## config.mk

```make
export PLATFORM = sky130hd
export DESIGN_NAME = sqrt_refine
export DESIGN_NICKNAME = d
export VERILOG_FILES = /design/src/rtl/sqrt_refine.sv
export SDC_FILE = /design/constraint.sdc
export NUM_CORES = 1
export LEC_CHECK = 0
export CAP_MARGIN = 25
export CORE_UTILIZATION = 46
export DETAILED_ROUTE_END_ITERATION = 10
export PLACE_DENSITY = 0.66
export SYNTH_ARGS = -nofsm -noshare
export SYNTH_HDL_FRONTEND = slang
export SYNTH_SLANG_ARGS = --single-unit
```

## constraint.sdc

```tcl
create_clock -name clk -period 10.22 [get_ports clk]
set_clock_uncertainty 0.15 [all_clocks]
set_input_delay 3.066 -clock clk [delete_from_list [all_inputs] [get_ports clk]]
set_output_delay 3.066 -clock clk [all_outputs]
set_load 0.005 [all_outputs]
```

## src/rtl/sqrt_refine.sv

```systemverilog
// sqrt_refine: refines an approximate 16-bit square-root seed into the exact
// integer floor root and remainder of a 32-bit radicand. Newton-Raphson steps
// share one restoring serial divider; a final +/-1 walk makes the result exact.
module sqrt_refine #(
  parameter int ITERS = 2
) (
  input  logic        clk,
  input  logic        rst_n,
  input  logic        in_valid,
  output logic        in_ready,
  input  logic [31:0] in_a,
  input  logic [15:0] in_seed,
  output logic        out_valid,
  input  logic        out_ready,
  output logic [15:0] out_root,
  output logic [16:0] out_rem,
  output logic        busy
);

  typedef enum logic [2:0] {
    S_IDLE   = 3'd0,
    S_DIV    = 3'd1,
    S_UPDATE = 3'd2,
    S_FIX    = 3'd3,
    S_DONE   = 3'd4
  } state_t;

  state_t      state_q, state_d;
  logic [31:0] a_q, a_d;           // radicand
  logic [15:0] y_q, y_d;           // current root estimate, never 0
  logic [31:0] work_q, work_d;     // dividend shifting out, quotient shifting in
  logic [15:0] prem_q, prem_d;     // partial remainder, always < y
  logic [4:0]  cnt_q, cnt_d;       // divider bit counter
  logic [2:0]  iter_q, iter_d;     // Newton-Raphson iteration counter
  logic        out_valid_q, out_valid_d;
  logic [15:0] out_root_q, out_root_d;
  logic [16:0] out_rem_q, out_rem_d;

  logic [16:0] shift_s;
  logic [16:0] diff_s;
  logic        fits_s;
  logic [32:0] sum_s;
  logic [32:0] half_s;
  logic [32:0] sq_s;
  logic [32:0] yp1_s;
  logic [32:0] sq1_s;
  logic [32:0] rem_s;

  // Datapath helpers: one restoring-division step, NR average, square tests.
  always_comb begin
    shift_s = {prem_q, work_q[31]};
    diff_s  = shift_s - {1'b0, y_q};
    fits_s  = (shift_s >= {1'b0, y_q});
    sum_s   = {17'd0, y_q} + {1'b0, work_q};
    half_s  = sum_s >> 1;
    sq_s    = {17'd0, y_q} * {17'd0, y_q};
    yp1_s   = {17'd0, y_q} + 33'd1;
    sq1_s   = yp1_s * yp1_s;
    rem_s   = {1'b0, a_q} - sq_s;
  end

  // Next-state and next-register values for the refinement sequence.
  always_comb begin
    state_d     = state_q;
    a_d         = a_q;
    y_d         = y_q;
    work_d      = work_q;
    prem_d      = prem_q;
    cnt_d       = cnt_q;
    iter_d      = iter_q;
    out_valid_d = out_valid_q;
    out_root_d  = out_root_q;
    out_rem_d   = out_rem_q;
    case (state_q)
      S_IDLE: begin
        if (in_valid) begin
          a_d    = in_a;
          y_d    = (in_seed == 16'd0) ? 16'd1 : in_seed;
          work_d = in_a;
          prem_d = 16'd0;
          cnt_d  = 5'd0;
          iter_d = 3'd0;
          if (in_a == 32'd0) begin
            // Zero radicand needs no refinement.
            state_d     = S_DONE;
            out_valid_d = 1'b1;
            out_root_d  = 16'd0;
            out_rem_d   = 17'd0;
          end else begin
            state_d = S_DIV;
          end
        end else begin
          state_d = S_IDLE;
        end
      end
      S_DIV: begin
        prem_d = fits_s ? diff_s[15:0] : shift_s[15:0];
        work_d = {work_q[30:0], fits_s};
        cnt_d  = cnt_q + 5'd1;
        if (cnt_q == 5'd31) begin
          state_d = S_UPDATE;
        end else begin
          state_d = S_DIV;
        end
      end
      S_UPDATE: begin
        // work_q now holds floor(a / y); average it with y, clamped to 16 bits.
        y_d    = (half_s > 33'h0_0000_FFFF) ? 16'hFFFF : half_s[15:0];
        iter_d = iter_q + 3'd1;
        work_d = a_q;
        prem_d = 16'd0;
        cnt_d  = 5'd0;
        if ((iter_q + 3'd1) == 3'(ITERS)) begin
          state_d = S_FIX;
        end else begin
          state_d = S_DIV;
        end
      end
      S_FIX: begin
        if (sq_s > {1'b0, a_q}) begin
          y_d = y_q - 16'd1;
        end else if ((y_q != 16'hFFFF) && (sq1_s <= {1'b0, a_q})) begin
          y_d = y_q + 16'd1;
        end else begin
          out_root_d  = y_q;
          out_rem_d   = rem_s[16:0];
          out_valid_d = 1'b1;
          state_d     = S_DONE;
        end
      end
      S_DONE: begin
        if (out_ready) begin
          out_valid_d = 1'b0;
          state_d     = S_IDLE;
        end else begin
          state_d = S_DONE;
        end
      end
      default: begin
        state_d     = S_IDLE;
        out_valid_d = 1'b0;
      end
    endcase
  end

  // State and datapath registers; reset abandons any operation in flight.
  always_ff @(posedge clk or negedge rst_n) begin
    if (!rst_n) begin
      state_q     <= S_IDLE;
      a_q         <= 32'd0;
      y_q         <= 16'd0;
      work_q      <= 32'd0;
      prem_q      <= 16'd0;
      cnt_q       <= 5'd0;
      iter_q      <= 3'd0;
      out_valid_q <= 1'b0;
      out_root_q  <= 16'd0;
      out_rem_q   <= 17'd0;
    end else begin
      state_q     <= state_d;
      a_q         <= a_d;
      y_q         <= y_d;
      work_q      <= work_d;
      prem_q      <= prem_d;
      cnt_q       <= cnt_d;
      iter_q      <= iter_d;
      out_valid_q <= out_valid_d;
      out_root_q  <= out_root_d;
      out_rem_q   <= out_rem_d;
    end
  end

  assign in_ready  = (state_q == S_IDLE);
  assign busy      = (state_q != S_IDLE);
  assign out_valid = out_valid_q;
  assign out_root  = out_root_q;
  assign out_rem   = out_rem_q;

endmodule

```

==> results.txt, run 1 <==
- Run status: completed
* All-Layer GR Usage: 27.3%
- Across all setup checks in the final design, the least slack found is 0.373 ns.
* WS Path Type: reg2reg
- Library cell used as clock root buffer: sky130_fd_sc_hd__clkbuf_16
* Signal arrival time at the worst endpoint: 9.98 ns
- After legalization and detailed placement, the total HPWL measured 65,300 um.
- OpenSTA, run right after detailed placement, puts the worst setup slack at -0.203 ns.
- Via-per-instance ratio: 5.59
- Number of sinks handled by clock tree synthesis: 141
- The biggest area contributor in the post-synthesis netlist is sky130_fd_sc_hd__fa_1.
- After synthesis, the largest family of logic cells by area is adder cells.
* Combined area of all synthesized cells: 27,100 sq um
- Counting flops with an async set or reset pin after synthesis yields a share of 100%.
* Req. time, crit path: 10.36 ns
* Wire length of the first global-routing pass: 127,000 um
- Reg clk slew, reported paths: 0.07 ns
- Summing the areas of all fa, ha and maj instances in the mapped netlist gives 42.0% of the synthesized area.
- Compound-gate portion of the synthesized area: 15.6%
- H-tree level count: 4
* Number of antenna cells inserted: 0
- Of all nets on the critical path, the largest fanout is 7.
- Final core area utilization: 53.4%
* Die Ht: 245 um
- Fin area: 31,000 sq um
- The number of global-route vias before repair came to 22,700.
* Max cap viols: 0
- For this run, the register share of the synthesized area comes to 13.0%.
- The startpoint identified for the worst register-to-register timing path is y_q[3].
* Number of nets at the end of the flow: 4,154
* Standard-cell rows: 88
- Tracing the worst setup path back leads to its startpoint at y_q[3].
- Multiplexer cells account for 0.641% of the synthesized area.
- Ys Warns: 0
- Die width: 245 um
- Antenna violation net count after detailed routing: 0
- Number of buffers created by CTS: 17
* Final setup violation count: 0
- Counting flops and latches in the post-synthesis netlist gives 141.
- R2R cell count: 43
* Detailed router's first-iteration violation count: 1,838
- The worst hold path belongs to the class reg2reg.
- In this run the tightest slew margin relative to its limit is 33.0%.
- The region available for standard cell placement spans 58,000 sq um.
* Final period utilization: 96.3%
- The sequential cells in the finished layout cover a total of 3530 sq um.
* Number of pins with negative max-slew slack in the final report: 0
- Top post-synthesis cells by count: sky130_fd_sc_hd__inv_1 (593), sky130_fd_sc_hd__fa_1 (356), sky130_fd_sc_hd__ha_1 (342)
- Crit path capture: y_q[15]
- Initial antenna violation count: 0
- Ranked by total cell area, the synthesized netlist is headed by sky130_fd_sc_hd__fa_1 (26%), sky130_fd_sc_hd__ha_1 (16%), sky130_fd_sc_hd__dfrtp_1 (13%).
- Once the floorplan was initialized, standard cells occupied 46.8% of the core.
- By instance count, the leading cell after synthesis is sky130_fd_sc_hd__inv_1.
* Critical path startpoint category: flip-flop
- Setup repair after global routing missed its margin: yes
- Fin crit period: 9.85 ns
* Worst-Skew Late Latency: 0.46 ns
* Maximum cell stage delay along the critical path: 0.53 ns
* CP most frequent cell: sky130_fd_sc_hd__inv_1
- Category of the worst setup path capture point: flip-flop
- FF-to-FF setup slack: 0.37 ns
- Total vias in the final route: 23,400
- The first detailed-routing pass took 6 iterations.
- Transition at the pin with the smallest max-transition slack: 0.998 ns
* Die area: 60,000 sq um
- TritonCTS built the clock tree.
* Total wire length after detailed routing: 80,000 um
* Maximum number of pins on one net before global-route repair: 88
- Final hold violations: 0
* CP max-delay cell: sky130_fd_sc_hd__fa_1
- Number of synthesized flops with an enable pin: 0
- Detail-routed net length per standard cell: 19.1 um
- Pin placement for this block handled 88 I/O pins.
- Endpoint of the lowest-slack register-to-register path: y_q[15]
- Area used by multi-input combinational logic: 21,200 sq um
* Cell area after placement: 30,100 sq um
- Final estimated routing congestion in global placement: 0.970
- Of the total synthesized cell area, the portion taken by AND, OR, NAND and NOR gates is 14.2%.
* Synth cell types: 85
- Syn_area_per_cell: 8.47 sq um
* Predominant post-synthesis flop cell: sky130_fd_sc_hd__dfrtp_1
- Relative to the synthesized area, the layout overhead comes to 14.3%.
- Overall overflow remaining after global route: 0
* Peak clock frequency supported by timing: 0.102 GHz
- The tightest hold path in the finished design has a slack of 0.341 ns.
- Cell count after synthesis: 3,206
- The top cell type by area accounts for 26.3% of the synthesized area.
- Maximum buffer depth of the clock tree: 2
- Number of port buffers: 87
- After filler insertion, the fill cell instance count of the layout stands at 5,440.
* DRC violation count after routing: 0
- Cells with a size suffix above 1 make up 9.57% of the layout.
- Synth Area in XOR/XNOR: 4.39%
[stage by stage]
stage / TNS [ns] / cells
after floorplan: 0 / 3216
after global placement: -0.781 / 4142
after detailed placement: -3.01 / 4142
after CTS: 0 / 4174
after global routing: -0.157 / 4182
final: 0 / 4182
[metal layers]
metal  vias up  routed length, um  GRT usage (%)
li1      11000                  -              -
met1     11500              35800           39.0
met2       795              36700           43.5
met3       137               5060           3.08
met4         0               2430           7.72
met5         -                  0              0
[sequential cells by signal (all words and copies together) (netlist names)]
name	count
a_q	32
out_valid	1
out_root	16
y_q	16
work_q	32
iter_q	3
out_rem	17
state_q	3
cnt_q	5
prem_q	16
[cells in the final DEF, fill, tap and decap left out, types with 12 or more instances in the layout]
cell type                         synthesis  final
sky130_fd_sc_hd__o31ai_1                 16     15
sky130_fd_sc_hd__clkdlybuf4s50_1          0     86
sky130_fd_sc_hd__dfrtp_1                141    138
sky130_fd_sc_hd__nand3_1                 50     48
sky130_fd_sc_hd__o211ai_1                53     53
sky130_fd_sc_hd__ha_1                   342    341
sky130_fd_sc_hd__o221ai_1                24     24
sky130_fd_sc_hd__conb_1                   2     12
sky130_fd_sc_hd__nand2b_1                20     20
sky130_fd_sc_hd__xnor2_1                101     98
sky130_fd_sc_hd__a21oi_1                101     92
sky130_fd_sc_hd__nand2_1                333    332
sky130_fd_sc_hd__inv_1                  593    591
sky130_fd_sc_hd__clkbuf_16                0     17
sky130_fd_sc_hd__nor4_1                  12     12
sky130_fd_sc_hd__and3_1                  22     22
sky130_fd_sc_hd__o22ai_1                 25     25
sky130_fd_sc_hd__o21a_1                  17     17
sky130_fd_sc_hd__nor3_1                  51     46
sky130_fd_sc_hd__or3_1                   16     15
sky130_fd_sc_hd__fa_1                   356    356
sky130_fd_sc_hd__a31oi_1                 17     16
sky130_fd_sc_hd__nand4_1                 28     28
sky130_fd_sc_hd__a21o_1                  53     53
sky130_fd_sc_hd__a22o_1                  23     23
sky130_fd_sc_hd__xor2_1                  35     35
sky130_fd_sc_hd__nor2b_1                 23     23
sky130_fd_sc_hd__o21ai_0                203    197
sky130_fd_sc_hd__buf_4                    2    189
sky130_fd_sc_hd__nor2_1                 222    216
[cell type report]
| type | count | share of cell area [%] |
|---|---|---|
| multi-input combinational | 2352 | 68.4 |
| inverter | 608 | 7.39 |
| sequential | 141 | 11.4 |
| tap | 765 | 3.09 |
| clock inverter | 15 | 0.553 |
| clock buffer | 17 | 1.37 |
| timing repair buffer | 284 | 7.86 |
[worst max-delay path: cells and delay by family, from the launching register on]
kind | cells | cell delay [ns]
AOI/OAI and AO/OA | 15 | 3.06
DFF | 1 | 0.40
and+or+nand+nor | 9 | 1.27
buffers and inverters | 10 | 0.88
adders and majority gates | 9 | 3.90
[worst min path at each step]
stage	from	to	slack, ns	depth (start not counted)
floorplan	cnt_q[3]	cnt_q[3]	0.29	1
global placement	out_rem[9]	out_rem[9]	0.32	1
detailed placement	cnt_q[3]	cnt_q[3]	0.33	1
CTS	cnt_q[3]	cnt_q[3]	0.34	1
global route	out_rem[6]	out_rem[6]	0.37	1
finish	cnt_q[3]	cnt_q[3]	0.34	1
[timing repair]
| action | CTS | global route |
|---|---|---|
| buffers inserted | 0 | 8 |
| resized for setup | 10 | 69 |
| hold buffers | 0 | 0 |
| setup endpoints to repair | 44 | 53 |
| pin swaps | 0 | 19 |
[logic make-up (layout without fill, tap and decap cells)]
logic type      count (synthesis)  in the layout
compound gates                649            649
xor+xnor                      136            136
fa+ha+maj                     698            698
buf+inv                       723            924
flops                         141            141
mux                            16             16
other cells                     2             12
simple gates                  841            841
Power of run 1 is left out: the tool's default activity adds up to more than one toggle a clock period on the data nets, which glitch-free logic cannot reach.
==> inputs of run 2 (changes only) <==
- GPL_ROUTABILITY_DRIVEN: default -> 1
==> results of run 2 <==
No change in the layout: final DEF, timing and power equal those of run 1.
Power of run 2 is left out for the same reason.
==> inputs of run 3 (changes only) <==
- clock period: 10.22 -> 8.8 ns (I/O delays scaled with it)
==> results.txt, run 3 (same netlist as run 1, synthesis figures left out) <==
- Share of final-layout standard cells stronger than drive strength 1: 22.4% (+13 points)
- Die Ht: 245 um (unchanged)
- Wire length of the first global-routing pass: 136,000 um (+7.2%)
- Total vias in the final route: 24,900 (+6.4%)
- The number of buffers inserted by port buffering was 87 (unchanged).
- The run finished, with violations left.
* Total wire length after detailed routing: 86,600 um (+8.2%)
- Final period utilization: 107% (+11 points)
- Peak clock frequency supported by timing: 0.106 GHz (+4.2%)
- Core region area: 58,000 sq um (unchanged)
- The number of clock sinks seen by CTS came to 141 (unchanged).
* Non-filler instance count after layout: 4,519 (+8.1%)
- Setup repair after global routing could not meet its margin everywhere.
* Detail-routed net length per standard cell: 19.2 um (+0.15%)
- Broken down by cell family, the worst path's largest delay share belongs to adder cells.
* Vias in the first global route: 24,600 (+8.6%)
- Combined buffer and inverter count along the critical path: 9 (-1)
- Fin crit period: 9.45 ns (-0.393 ns)
- From synthesis to final layout, the design area changed by 28.6%.
- Final setup violation count: 53 (+53)
* CTS tree: built
- The critical path arrival was 9.65 ns (-0.33 ns).
- The last weighted congestion value of the routability-driven placer was 0.987 (+1.7%).
- Number of antenna cells inserted: 0 (unchanged)
- The final count of hold timing violations came to 0 (unchanged).
- The hold buffer count at cts came to 0 (unchanged).
* CP max-delay cell: sky130_fd_sc_hd__fa_2
* All-Layer GR Usage: 29.2% (+2.0 points)
* Critical path startpoint category: flip-flop
- The largest net degree at the start of global routing is 88 (unchanged).
* Worst slew margin relative to its limit: 37.5% (+4.5 points)
* Category of the worst setup path capture point: flip-flop
- The delay of the slowest cell on the worst path was 0.56 ns (+0.03 ns).
* Fin area: 34,900 sq um (+13%)
- The number of violations reported at the end of detailed-routing iteration 0 came to 1,887 (+2.7%).
- Overall overflow remaining after global route: 0 (unchanged)
- Reg clk slew, reported paths: 0.07 ns (about the same)
* Count of boundary I/O pins: 88 (unchanged)
* Slack of the critical path: -0.654 ns (-1.03 ns)
* WS Path Type: reg2reg
- Worst-Skew Late Latency: 0.45 ns (about the same)
* Number of nets at the end of the flow: 4,491 (+8.1%)
- The slew at the pin with the worst max-slew slack was 0.935 ns (-0.0622 ns).
* Antenna violation net count after detailed routing: 0 (unchanged)
* Die area: 60,000 sq um (unchanged)
* Maximum buffer depth of the clock tree: 2 (unchanged)
- Most frequent cells in the layout: sky130_fd_sc_hd__inv_1 (571), sky130_fd_sc_hd__buf_4 (475), sky130_fd_sc_hd__fa_1 (344), sky130_fd_sc_hd__ha_1 (321), sky130_fd_sc_hd__nand2_1 (305)
* Post-detail-place hpwl: 69,300 um (+6.2%)
- # placed instances: 4,413 (+6.5%)
* Cell area after placement: 32,600 sq um (+8.5%)
- The number of H-tree levels was 4 (unchanged).
- Min-delay worst type: reg2reg
* Via-per-instance ratio: 5.50 (-1.5%)
- Initial antenna violation count: 0 (unchanged)
* Die width: 245 um (unchanged)
* Number of iterations in the first detailed-routing pass: 5 (-1)
- Leading cell type in the layout, fill and taps excluded: sky130_fd_sc_hd__inv_1
* Critical path peak fanout: 8 (+1)
- The register-to-register setup slack is -0.65 ns (-1.03 ns).
* Failing checks: setup timing
- The total of max-cap violations is 0 (unchanged).
* Number of pins with negative max-slew slack in the final report: 0 (unchanged)
- DRC violation count after routing: 0 (unchanged)
- Among the stages of the critical path, the cell type that occurs most often is sky130_fd_sc_hd__inv_1.
- The row count came to 88 (unchanged).
* Total negative setup slack: -23.58 ns (-23.58 ns)
- Initial core utilization: 46.8% (unchanged)
- The required time of the critical path came to 8.99 ns (-1.37 ns).
* Library cell used as clock root buffer: sky130_fd_sc_hd__clkbuf_16
* Number of buffers created by CTS: 17 (unchanged)
==> run 3: path summary, 6_finish.rpt <==
| path | end | from | cells past startpoint |
|---|---|---|---|
| max | y_q[15] | y_q[5] | 42 |
| min | cnt_q[3] | cnt_q[3] | 1 |
| max reg2reg | y_q[15] | y_q[5] | 42 |
| min reg2reg | cnt_q[3] | cnt_q[3] | 1 |
| max in group asynchronous | out_root[11] | rst_n | 3 |
| min in group asynchronous | cnt_q[4] | rst_n | 1 |
==> run 3: layer usage <==
layer  track usage (%)  share of wire, %  wire, um
met1              39.8                43     37000
met2              48.6                48     41500
met3              4.25               6.7      5780
met4              7.74               2.7      2350
met5                 0                 0         0
==> run 3: through the flow <==
| stage | hold WS [ns] | setup slack [ns] | util (%) |
|---|---|---|---|
| final | 0.343 | -0.654 | 60.2 |
| after global routing | 0.367 | -1.02 | 60.2 |
| after CTS | 0.344 | -0.510 | 59.2 |
| after detailed placement | 0.335 | -0.881 | 56.2 |
| after global placement | 0.318 | -0.803 | 56.2 |
| after floorplan | 0.293 | -0.307 | - |
==> run 3: layout make-up <==
type | count | area (sq um)
Timing Repair Buffer | 621 | 5270
Inverter | 608 | 2320
Clock buffer | 20 | 457
Sequential cell | 141 | 3540
Clock inverter | 12 | 150
Multi-Input combinational cell | 2352 | 22200
Tap cell | 765 | 957
Fill cell | 5013 | 23100
==> run 3: what timing repair did <==
| action | in CTS | in global routing |
|---|---|---|
| resized for setup | 175 | 79 |
| setup endpoints to repair | 53 | 53 |
| buffers inserted | 43 | 28 |
| cloned | 4 | 2 |
| pin swaps | 87 | 59 |
Power of run 3 is left out for the same reason.
